`config.mk`:
```
export PLATFORM = sky130hd
export DESIGN_NAME = sdram_rd_arbiter_flat
export DESIGN_NICKNAME = d
export VERILOG_FILES = /design/src/rtl/sdram_arb_pkg.sv /design/src/rtl/sdram_rd_arbiter_if.sv /design/src/rtl/sdram_arb_pick.sv /design/src/rtl/sdram_rd_arbiter.sv /design/src/flat_wrapper.sv
export SDC_FILE = /design/constraint.sdc
export NUM_CORES = 1
export LEC_CHECK = 0
export CORE_MARGIN = 10
export CORE_UTILIZATION = 30
export DETAILED_ROUTE_END_ITERATION = 6
export PLACE_DENSITY = 0.87
export SYNTH_ARGS = -nofsm -noshare
export SYNTH_HDL_FRONTEND = slang
export SYNTH_SLANG_ARGS = --single-unit
```
`constraint.sdc`:
```
create_clock -name clk_w -period 1.8 [get_ports clk_w]
set_input_delay 0.36 -clock clk_w [delete_from_list [all_inputs] [get_ports clk_w]]
set_output_delay 0.36 -clock clk_w [all_outputs]
set_load 0.01 [all_outputs]
```
`src/rtl/sdram_arb_pkg.sv`:
```
// Shared types and constants for the f2h_sdram0 read-port arbiter.
package sdram_arb_pkg;

  typedef enum logic [1:0] {
    IDLE = 2'd0,
    CMD  = 2'd1,
    DATA = 2'd2
  } state_t;

  localparam int REQ_DISP = 0;
  localparam int REQ_ANLZ = 1;

  localparam int DEF_ADDR_W  = 29;
  localparam int DEF_DATA_W  = 64;
  localparam int DEF_BURST_W = 8;

endpackage

```
`src/rtl/sdram_rd_arbiter_if.sv`:
```
// Avalon-MM burst read bundle; master drives the command, slave returns data.
interface sdram_rd_arbiter_if
  import sdram_arb_pkg::*;
#(
  parameter int ADDR_W  = DEF_ADDR_W,
  parameter int DATA_W  = DEF_DATA_W,
  parameter int BURST_W = DEF_BURST_W
) ();

  logic [ADDR_W-1:0]  address;
  logic [BURST_W-1:0] burstcount;
  logic               read;
  logic               waitrequest;
  logic [DATA_W-1:0]  readdata;
  logic               readdatavalid;

  modport master (
    output address, burstcount, read,
    input  waitrequest, readdata, readdatavalid
  );

  modport slave (
    input  address, burstcount, read,
    output waitrequest, readdata, readdatavalid
  );

endinterface

```
`src/rtl/sdram_arb_pick.sv`:
```
// Winner select between display (m0) and analyzer (m1) with urgency priority,
// a starvation limit for m1 and round-robin otherwise.
module sdram_arb_pick
  import sdram_arb_pkg::*;
#(
  parameter int STARVE_LIMIT = 4
) (
  input  logic       clk_w,
  input  logic       rst_n,
  input  logic [1:0] i_req,
  input  logic       i_urgent,
  input  logic       i_update,
  output logic       o_winner,
  output logic       o_valid
);

  localparam logic [3:0] LIMIT = 4'(STARVE_LIMIT);

  logic [3:0] r_starve_cnt;
  logic       r_last_grant;
  logic       w_both;
  logic       w_winner;

  always_comb begin
    w_both   = &i_req;
    w_winner = 1'(REQ_DISP);
    if (w_both) begin
      if (i_urgent) begin
        w_winner = (r_starve_cnt < LIMIT) ? 1'(REQ_DISP) : 1'(REQ_ANLZ);
      end else begin
        w_winner = ~r_last_grant;
      end
    end else if (i_req[REQ_ANLZ]) begin
      w_winner = 1'(REQ_ANLZ);
    end
  end

  assign o_winner = w_winner;
  assign o_valid  = |i_req;

  // Only urgent wins over a waiting m1 count toward starvation
  always_ff @(posedge clk_w or negedge rst_n) begin
    if (!rst_n) begin
      r_starve_cnt <= 4'd0;
      r_last_grant <= 1'(REQ_ANLZ);
    end else if (i_update && o_valid) begin
      r_last_grant <= w_winner;
      if (w_winner == 1'(REQ_ANLZ)) begin
        r_starve_cnt <= 4'd0;
      end else if (w_both && i_urgent && (r_starve_cnt < LIMIT)) begin
        r_starve_cnt <= r_starve_cnt + 4'd1;
      end
    end
  end

endmodule

```
`src/rtl/sdram_rd_arbiter.sv`:
```
// Shares the f2h_sdram0 burst read port between display and analyzer DMAs,
// one burst outstanding at a time.
module sdram_rd_arbiter
  import sdram_arb_pkg::*;
#(
  parameter int ADDR_W       = DEF_ADDR_W,
  parameter int DATA_W       = DEF_DATA_W,
  parameter int BURST_W      = DEF_BURST_W,
  parameter int STARVE_LIMIT = 4
) (
  input  logic                clk_w,
  input  logic                rst_n,
  sdram_rd_arbiter_if.slave   m0,
  sdram_rd_arbiter_if.slave   m1,
  input  logic                m0_urgent,
  sdram_rd_arbiter_if.master  sdram0,
  output logic                busy
);

  state_t             r_state;
  state_t             w_state_nxt;
  logic               r_grant;
  logic [ADDR_W-1:0]  r_addr;
  logic [BURST_W-1:0] r_burst;
  logic               r_read;
  logic [BURST_W:0]   r_beat_cnt;

  logic               w_winner;
  logic               w_win_valid;
  logic               w_accept;
  logic               w_beat;
  logic               w_last_beat;
  logic [BURST_W:0]   w_beat_nxt;
  logic [ADDR_W-1:0]  w_sel_addr;
  logic [BURST_W-1:0] w_sel_burst_raw;
  logic [BURST_W-1:0] w_sel_burst;
  logic [DATA_W-1:0]  w_rdata;
  logic [1:0]         w_req;

  assign w_req[REQ_DISP] = m0.read;
  assign w_req[REQ_ANLZ] = m1.read;

  sdram_arb_pick #(
    .STARVE_LIMIT (STARVE_LIMIT)
  ) u_pick (
    .clk_w    (clk_w),
    .rst_n    (rst_n),
    .i_req    (w_req),
    .i_urgent (m0_urgent),
    .i_update (r_state == IDLE),
    .o_winner (w_winner),
    .o_valid  (w_win_valid)
  );

  assign w_sel_addr      = (w_winner == 1'(REQ_ANLZ)) ? m1.address : m0.address;
  assign w_sel_burst_raw = (w_winner == 1'(REQ_ANLZ)) ? m1.burstcount : m0.burstcount;
  assign w_sel_burst     = (w_sel_burst_raw == '0) ? BURST_W'(1) : w_sel_burst_raw;

  assign w_accept    = (r_state == CMD) && !sdram0.waitrequest;
  assign w_beat      = (r_state == DATA) && sdram0.readdatavalid;
  assign w_beat_nxt  = r_beat_cnt + {{BURST_W{1'b0}}, 1'b1};
  assign w_last_beat = w_beat && (w_beat_nxt == {1'b0, r_burst});

  always_ff @(posedge clk_w or negedge rst_n) begin
    if (!rst_n) begin
      r_state <= IDLE;
    end else begin
      r_state <= w_state_nxt;
    end
  end

  always_comb begin
    w_state_nxt = r_state;
    case (r_state)
      IDLE:    if (w_win_valid)         w_state_nxt = CMD;
      CMD:     if (!sdram0.waitrequest) w_state_nxt = DATA;
      DATA:    if (w_last_beat)         w_state_nxt = IDLE;
      default:                          w_state_nxt = IDLE;
    endcase
  end

  // Command fields are captured once in IDLE; requesters may change theirs afterwards
  always_ff @(posedge clk_w or negedge rst_n) begin
    if (!rst_n) begin
      r_grant    <= 1'(REQ_DISP);
      r_addr     <= '0;
      r_burst    <= '0;
      r_read     <= 1'b0;
      r_beat_cnt <= '0;
    end else begin
      case (r_state)
        IDLE: begin
          if (w_win_valid) begin
            r_grant <= w_winner;
            r_addr  <= w_sel_addr;
            r_burst <= w_sel_burst;
            r_read  <= 1'b1;
          end
        end
        CMD: begin
          if (w_accept) begin
            r_read     <= 1'b0;
            r_beat_cnt <= '0;
          end
        end
        DATA: begin
          if (w_beat) begin
            r_beat_cnt <= w_beat_nxt;
          end
        end
        default: begin
          r_read <= 1'b0;
        end
      endcase
    end
  end

  assign sdram0.address    = r_addr;
  assign sdram0.burstcount = r_burst;
  assign sdram0.read       = r_read;

  // Acceptance and data valid pass straight through so requesters see them in the slave's cycle
  assign w_rdata          = sdram0.readdata;
  assign m0.readdata      = w_rdata;
  assign m1.readdata      = w_rdata;
  assign m0.waitrequest   = !(w_accept && (r_grant == 1'(REQ_DISP)));
  assign m1.waitrequest   = !(w_accept && (r_grant == 1'(REQ_ANLZ)));
  assign m0.readdatavalid = w_beat && (r_grant == 1'(REQ_DISP));
  assign m1.readdatavalid = w_beat && (r_grant == 1'(REQ_ANLZ));

  assign busy = (r_state != IDLE);

endmodule
```
`src/flat_wrapper.sv`:
```
// flat-port wrapper written by rule: the top's interface ports become plain ports
module sdram_rd_arbiter_flat import sdram_arb_pkg::*;
#(
  parameter int ADDR_W       = DEF_ADDR_W,
  parameter int DATA_W       = DEF_DATA_W,
  parameter int BURST_W      = DEF_BURST_W,
  parameter int STARVE_LIMIT = 4
)
  (clk_w, rst_n, m0_urgent, busy, m0_address, m0_burstcount, m0_read, m0_waitrequest, m0_readdata, m0_readdatavalid, m1_address, m1_burstcount, m1_read, m1_waitrequest, m1_readdata, m1_readdatavalid, sdram0_address, sdram0_burstcount, sdram0_read, sdram0_waitrequest, sdram0_readdata, sdram0_readdatavalid);
  sdram_rd_arbiter_if #(.ADDR_W(ADDR_W), .DATA_W(DATA_W), .BURST_W(BURST_W)) m0_i ();
  sdram_rd_arbiter_if #(.ADDR_W(ADDR_W), .DATA_W(DATA_W), .BURST_W(BURST_W)) m1_i ();
  sdram_rd_arbiter_if #(.ADDR_W(ADDR_W), .DATA_W(DATA_W), .BURST_W(BURST_W)) sdram0_i ();
  input  logic clk_w;
  input  logic rst_n;
  input  logic m0_urgent;
  output logic busy;
  input wire logic [$bits(m0_i.address)-1:0] m0_address;
  input wire logic [$bits(m0_i.burstcount)-1:0] m0_burstcount;
  input wire logic [$bits(m0_i.read)-1:0] m0_read;
  output wire logic [$bits(m0_i.waitrequest)-1:0] m0_waitrequest;
  output wire logic [$bits(m0_i.readdata)-1:0] m0_readdata;
  output wire logic [$bits(m0_i.readdatavalid)-1:0] m0_readdatavalid;
  input wire logic [$bits(m1_i.address)-1:0] m1_address;
  input wire logic [$bits(m1_i.burstcount)-1:0] m1_burstcount;
  input wire logic [$bits(m1_i.read)-1:0] m1_read;
  output wire logic [$bits(m1_i.waitrequest)-1:0] m1_waitrequest;
  output wire logic [$bits(m1_i.readdata)-1:0] m1_readdata;
  output wire logic [$bits(m1_i.readdatavalid)-1:0] m1_readdatavalid;
  output wire logic [$bits(sdram0_i.address)-1:0] sdram0_address;
  output wire logic [$bits(sdram0_i.burstcount)-1:0] sdram0_burstcount;
  output wire logic [$bits(sdram0_i.read)-1:0] sdram0_read;
  input wire logic [$bits(sdram0_i.waitrequest)-1:0] sdram0_waitrequest;
  input wire logic [$bits(sdram0_i.readdata)-1:0] sdram0_readdata;
  input wire logic [$bits(sdram0_i.readdatavalid)-1:0] sdram0_readdatavalid;
  assign m0_i.address = m0_address;
  assign m0_i.burstcount = m0_burstcount;
  assign m0_i.read = m0_read;
  assign m0_waitrequest = m0_i.waitrequest;
  assign m0_readdata = m0_i.readdata;
  assign m0_readdatavalid = m0_i.readdatavalid;
  assign m1_i.address = m1_address;
  assign m1_i.burstcount = m1_burstcount;
  assign m1_i.read = m1_read;
  assign m1_waitrequest = m1_i.waitrequest;
  assign m1_readdata = m1_i.readdata;
  assign m1_readdatavalid = m1_i.readdatavalid;
  assign sdram0_address = sdram0_i.address;
  assign sdram0_burstcount = sdram0_i.burstcount;
  assign sdram0_read = sdram0_i.read;
  assign sdram0_i.waitrequest = sdram0_waitrequest;
  assign sdram0_i.readdata = sdram0_readdata;
  assign sdram0_i.readdatavalid = sdram0_readdatavalid;
  sdram_rd_arbiter #(.ADDR_W(ADDR_W), .DATA_W(DATA_W), .BURST_W(BURST_W), .STARVE_LIMIT(STARVE_LIMIT)) u_core (.clk_w(clk_w), .rst_n(rst_n), .m0(m0_i), .m1(m1_i), .m0_urgent(m0_urgent), .sdram0(sdram0_i), .busy(busy));
endmodule
```
==> impl_metrics.xml <==
<?xml version="1.0" encoding="UTF-8"?>
<metrics>
  <group name="critical_path">
    <metric name="crit_start" unit="">u_core.r_beat_cnt[0]</metric>
    <metric name="setup.reg_to_reg.worst_slack" unit="ps">-70</metric>
    <metric name="critical_path_class" unit="">reg -&gt; reg</metric>
    <metric name="timing.critical_path.from_type" unit="">flip-flop</metric>
    <metric name="crit-reg2reg-launch" unit="">u_core.r_beat_cnt[0]</metric>
    <metric name="timing.critical_path.buf_inv" unit="">1</metric>
    <metric name="critical_path.max_fanout" unit="">6</metric>
    <metric name="critical_path.max_stage_delay" unit="ps">410</metric>
    <metric name="path_depth" unit="">6</metric>
    <metric name="reg2regPathDepth" unit="">6</metric>
    <metric name="cp-end-kind" unit="">flip-flop</metric>
    <metric name="crit_chain" unit="">buf_4 &gt; and3_4 &gt; xnor2_1 &gt; nand4b_1 &gt; a2111oi_4 &gt; o32ai_2</metric>
    <metric name="worstPathRequired" unit="ps">1970</metric>
    <metric name="worst-endpoint-arrival" unit="ps">2040</metric>
    <metric name="critPathSlowestCell" unit="">dfrtp_1</metric>
    <metric name="timing.critical_path.max_delay_family" unit="">compound AO/OA/AOI/OAI gates</metric>
  </group>
  <group name="die">
    <metric name="floorplan.die.width" unit="µm">135</metric>
    <metric name="floorplan.die_area" unit="mm²">0.0181</metric>
    <metric name="die_height" unit="µm">135</metric>
    <metric name="floorplan.core_area" unit="mm²">0.0127</metric>
    <metric name="initial_core_util" unit="%">31.0</metric>
    <metric name="std_cell_rows" unit="">41</metric>
    <metric name="io_pins" unit="">316</metric>
  </group>
  <group name="cts">
    <metric name="cts_buffer_depth" unit="">2</metric>
    <metric name="cts-buffers-inserted" unit="">5</metric>
    <metric name="cts.htree.levels" unit="">2</metric>
    <metric name="clkLatencyLatePin" unit="ps">290</metric>
    <metric name="clkTransAtPathRegs" unit="ps">70</metric>
    <metric name="tritoncts" unit="">done</metric>
    <metric name="cts_root_buffer" unit="">clkbuf_16</metric>
    <metric name="clkSinkCount" unit="">55</metric>
  </group>
  <group name="logic_synthesis">
    <metric name="postSynthNetCount" unit="">582</metric>
    <metric name="synth_enable_flop_cells" unit="">0</metric>
    <metric name="syn_avg_cell_area" unit="µm²">9.14</metric>
    <metric name="synth_fa_ha_area_share" unit="%">1.91</metric>
    <metric name="fraction_of_post_synthesis_cell_area_in_the_top_cell_type_by_area" unit="%">34.3</metric>
    <metric name="yosysWarnings" unit="">0</metric>
    <metric name="syn_inst" unit="">431</metric>
    <metric name="async_reset_ff_share" unit="%">100</metric>
    <metric name="synth.ff_latch_count" unit="">55</metric>
    <metric name="postSynth.topFlopCell" unit="">dfrtp_1</metric>
    <metric name="yosysSeqAreaShare" unit="%">35.0</metric>
    <metric name="syn-cell-area" unit="mm²">0.00394</metric>
    <metric name="synth_top_family_by_area" unit="">buffers and inverters</metric>
    <metric name="post_synth_mux_area_share" unit="%">9.69</metric>
    <metric name="compound_cell_area_share_of_the_yosys_netlist" unit="%">12.5</metric>
    <metric name="synth_xor_area_share" unit="%">2.22</metric>
    <metric name="synthSimpleGateAreaFrac" unit="%">11.3</metric>
    <metric name="yosysUniqueCellTypes" unit="">53</metric>
    <metric name="post_synth_main_area_contributors" unit="">dfrtp_1 (34%), buf_4 (25%), mux2i_1 (9.4%)</metric>
    <metric name="synthDominantAreaCellType" unit="">dfrtp_1</metric>
  </group>
  <group name="timing">
    <metric name="setup-tns-final" unit="ps">-167</metric>
    <metric name="grt_setup_unrepaired" unit="">yes</metric>
    <metric name="report.final.hold_viol_count" unit="">0</metric>
    <metric name="final.period_utilization" unit="%">104</metric>
    <metric name="max_slew_headroom" unit="%">65.4</metric>
    <metric name="timing.clock.skew" unit="ps">6.85</metric>
    <metric name="final-max-slew-violation-count" unit="">0</metric>
    <metric name="min_period" unit="ps">1870</metric>
    <metric name="tightest_slew" unit="ps">519</metric>
    <metric name="setup_viol_count_final" unit="">3</metric>
    <metric name="fin_ws" unit="ps">-73.0</metric>
    <metric name="timing.fmax" unit="MHz">534</metric>
  </group>
  <group name="detailed_routing">
    <metric name="routedWlPerCell" unit="µm">18.5</metric>
    <metric name="detail_route.vias_per_cell" unit="">4.75</metric>
    <metric name="drc" unit="">0</metric>
    <metric name="route.final.wire_length" unit="mm">11.8</metric>
    <metric name="drtAntennaViolNets" unit="">0</metric>
    <metric name="routed-via-count" unit="">3043</metric>
    <metric name="detailedRoute.firstIterationViolations" unit="">50</metric>
    <metric name="detail_route.first_pass.iterations" unit="">4</metric>
  </group>
  <group name="final_layout">
    <metric name="areaGrowthSynthToFinish" unit="%">30.8</metric>
    <metric name="most-common-layout-cells" unit="">clkdlybuf4s50_1 (114), dfrtp_1 (52), nand2_1 (47)</metric>
    <metric name="fillerInstances" unit="">1233</metric>
    <metric name="layout_commonest_cell" unit="">clkdlybuf4s50_1</metric>
    <metric name="nNetsFinal" unit="">618</metric>
    <metric name="area_used_by_multi_input_combinational_logic" unit="mm²">0.00167</metric>
    <metric name="instances_no_fill" unit="">640</metric>
    <metric name="antenna_cells" unit="">0</metric>
    <metric name="final-seq-area" unit="mm²">0.00138</metric>
    <metric name="drive_above_1_share" unit="%">20.7</metric>
  </group>
  <group name="placed_design">
    <metric name="routabilityCongestion" unit="">0.767</metric>
    <metric name="hpwlAfterDp" unit="mm">9.26</metric>
    <metric name="dp.cells" unit="">628</metric>
    <metric name="port_buffers" unit="">123</metric>
  </group>
  <group name="pwr">
    <metric name="power.switching" unit="µW">2520</metric>
    <metric name="p_total" unit="µW">6870</metric>
    <metric name="leak_pwr" unit="µW">0.00228</metric>
    <metric name="internal-power" unit="µW">4350</metric>
    <metric name="power_per_cell_area" unit="mW/mm²">1330</metric>
    <metric name="power.combinational.fraction" unit="%">53.0</metric>
    <metric name="seqPwrFrac" unit="%">30.7</metric>
    <metric name="switching_share" unit="%">36.7</metric>
    <metric name="power.share.clock" unit="%">16.4</metric>
    <metric name="ir_drop" unit="mV">0.711</metric>
  </group>
  <group name="global_routing">
    <metric name="grt.overflow.total" unit="">0</metric>
    <metric name="grt_pass1_wl" unit="mm">18.2</metric>
    <metric name="grt_antenna_before_repair" unit="">0</metric>
    <metric name="grt_usage" unit="%">12.5</metric>
    <metric name="grt_pass1_vias" unit="">3422</metric>
    <metric name="largest_net_degree_at_the_start_of_global_routing" unit="">39</metric>
  </group>
  <group name="worst_hold_path">
    <metric name="hold_class" unit="">in -&gt; async</metric>
  </group>
  <group name="run">
    <metric name="max_cap_viol_count" unit="">0</metric>
  </group>
  <group name="run_status">
    <metric name="failing_checks" unit="">setup timing</metric>
    <metric name="run_status" unit="">complete, but fails checks</metric>
  </group>
</metrics>
what timing repair did:
| action | 4_1_cts | 5_1_grt |
|---|---|---|
| resized for setup | 41 | 26 |
| hold buffers | 0 | 0 |
| gates cloned | 0 | 3 |
| endpoints found under the setup margin | 22 | 27 |
| setup buffers | 0 | 2 |
| pin swaps | 8 | 7 |
stage by stage:
step / util (%) / hold slack, ps / instance area (µm²) / setup slack, ps
floorplan: - / 64.4 / 3940 / 23.5
global placement: 37.3 / 358 / 4740 / -417
detailed placement: 37.3 / 365 / 4740 / -519
CTS: 39.3 / 43.7 / 5000 / -23.8
global route: 40.5 / 61.2 / 5150 / -159
finish: 40.5 / 35.9 / 5150 / -73.0
cell type report:
| type | count | share of cell area, % |
|---|---|---|
| Multi-Input combinational cell | 225 | 32.4 |
| Clock buffer | 5 | 2.43 |
| Tap cell | 172 | 4.18 |
| Timing Repair Buffer | 173 | 32.8 |
| Inverter | 7 | 0.510 |
| Clock inverter | 3 | 0.850 |
| Sequential cell | 55 | 26.8 |
cells in the mapped netlist (3+ instances only):
| cell type | instances |
|---|---|
| buf_4 | 132 |
| dfrtp_1 | 54 |
| o21ai_0 | 51 |
| nand2_1 | 49 |
| mux2i_1 | 37 |
| clkbuf_1 | 9 |
| nor2_1 | 8 |
| inv_1 | 7 |
| ha_1 | 6 |
| xnor2_1 | 6 |
| a21oi_1 | 4 |
| nand3_1 | 4 |
| nor3_1 | 4 |
| xor2_1 | 4 |
| a21o_1 | 3 |
| o21ai_1 | 3 |
| o41ai_1 | 3 |
worst paths after layout:
kind / to
setup / recovery: u_core.r_state[1]
hold / removal: u_core.r_state[1]
setup reg to reg: u_core.r_state[1]
hold reg to reg: u_core.sdram0.address[8]
max in group asynchronous: u_core.r_beat_cnt[2]
min in group clk_w: u_core.sdram0.address[8]
logic make-up after synthesis:
| group | Yosys count |
|---|---|
| AOI/OAI and AO/OA | 82 |
| xor gates and xnor gates | 10 |
| adders and majority gates | 6 |
| buffers and inverters | 151 |
| DFF | 55 |
| muxes | 38 |
| and+or+nand+nor | 89 |
registers in the layout (all words and copies together), names as in the netlist:
signal and cells:
u_core.r_beat_cnt 9, u_core.r_grant 1, u_core.r_state 2, u_core.sdram0.address 29, u_core.sdram0.burstcount 8, u_core.sdram0.read 1
u_core.u_pick.r_last_grant 1, u_core.u_pick.r_starve_cnt 4
layer usage:
| metal | up-vias | part of all wire [%] | wire [µm] | global-route usage, % |
|---|---|---|---|---|
| li1 | 1419 | - | - | - |
| met1 | 1413 | 38 | 4540 | 13.3 |
| met2 | 185 | 49 | 5740 | 20.5 |
| met3 | 26 | 11 | 1320 | 6.71 |
| met4 | 0 | 2.0 | 239 | 4.72 |
| met5 | - | 0 | 0 | 0 |
power groups by stage:
stage | combinational, µW | clock, µW | sequential [µW]
floorplan | 1480 | 0 | 2260
global placement | 3260 | 0 | 2090
detailed placement | 3350 | 0 | 2120
CTS | 3490 | 1150 | 2110
global route | 3970 | 1210 | 2180
finish | 3640 | 1120 | 2110
Note: power is estimated with default switching activity, not from simulation.
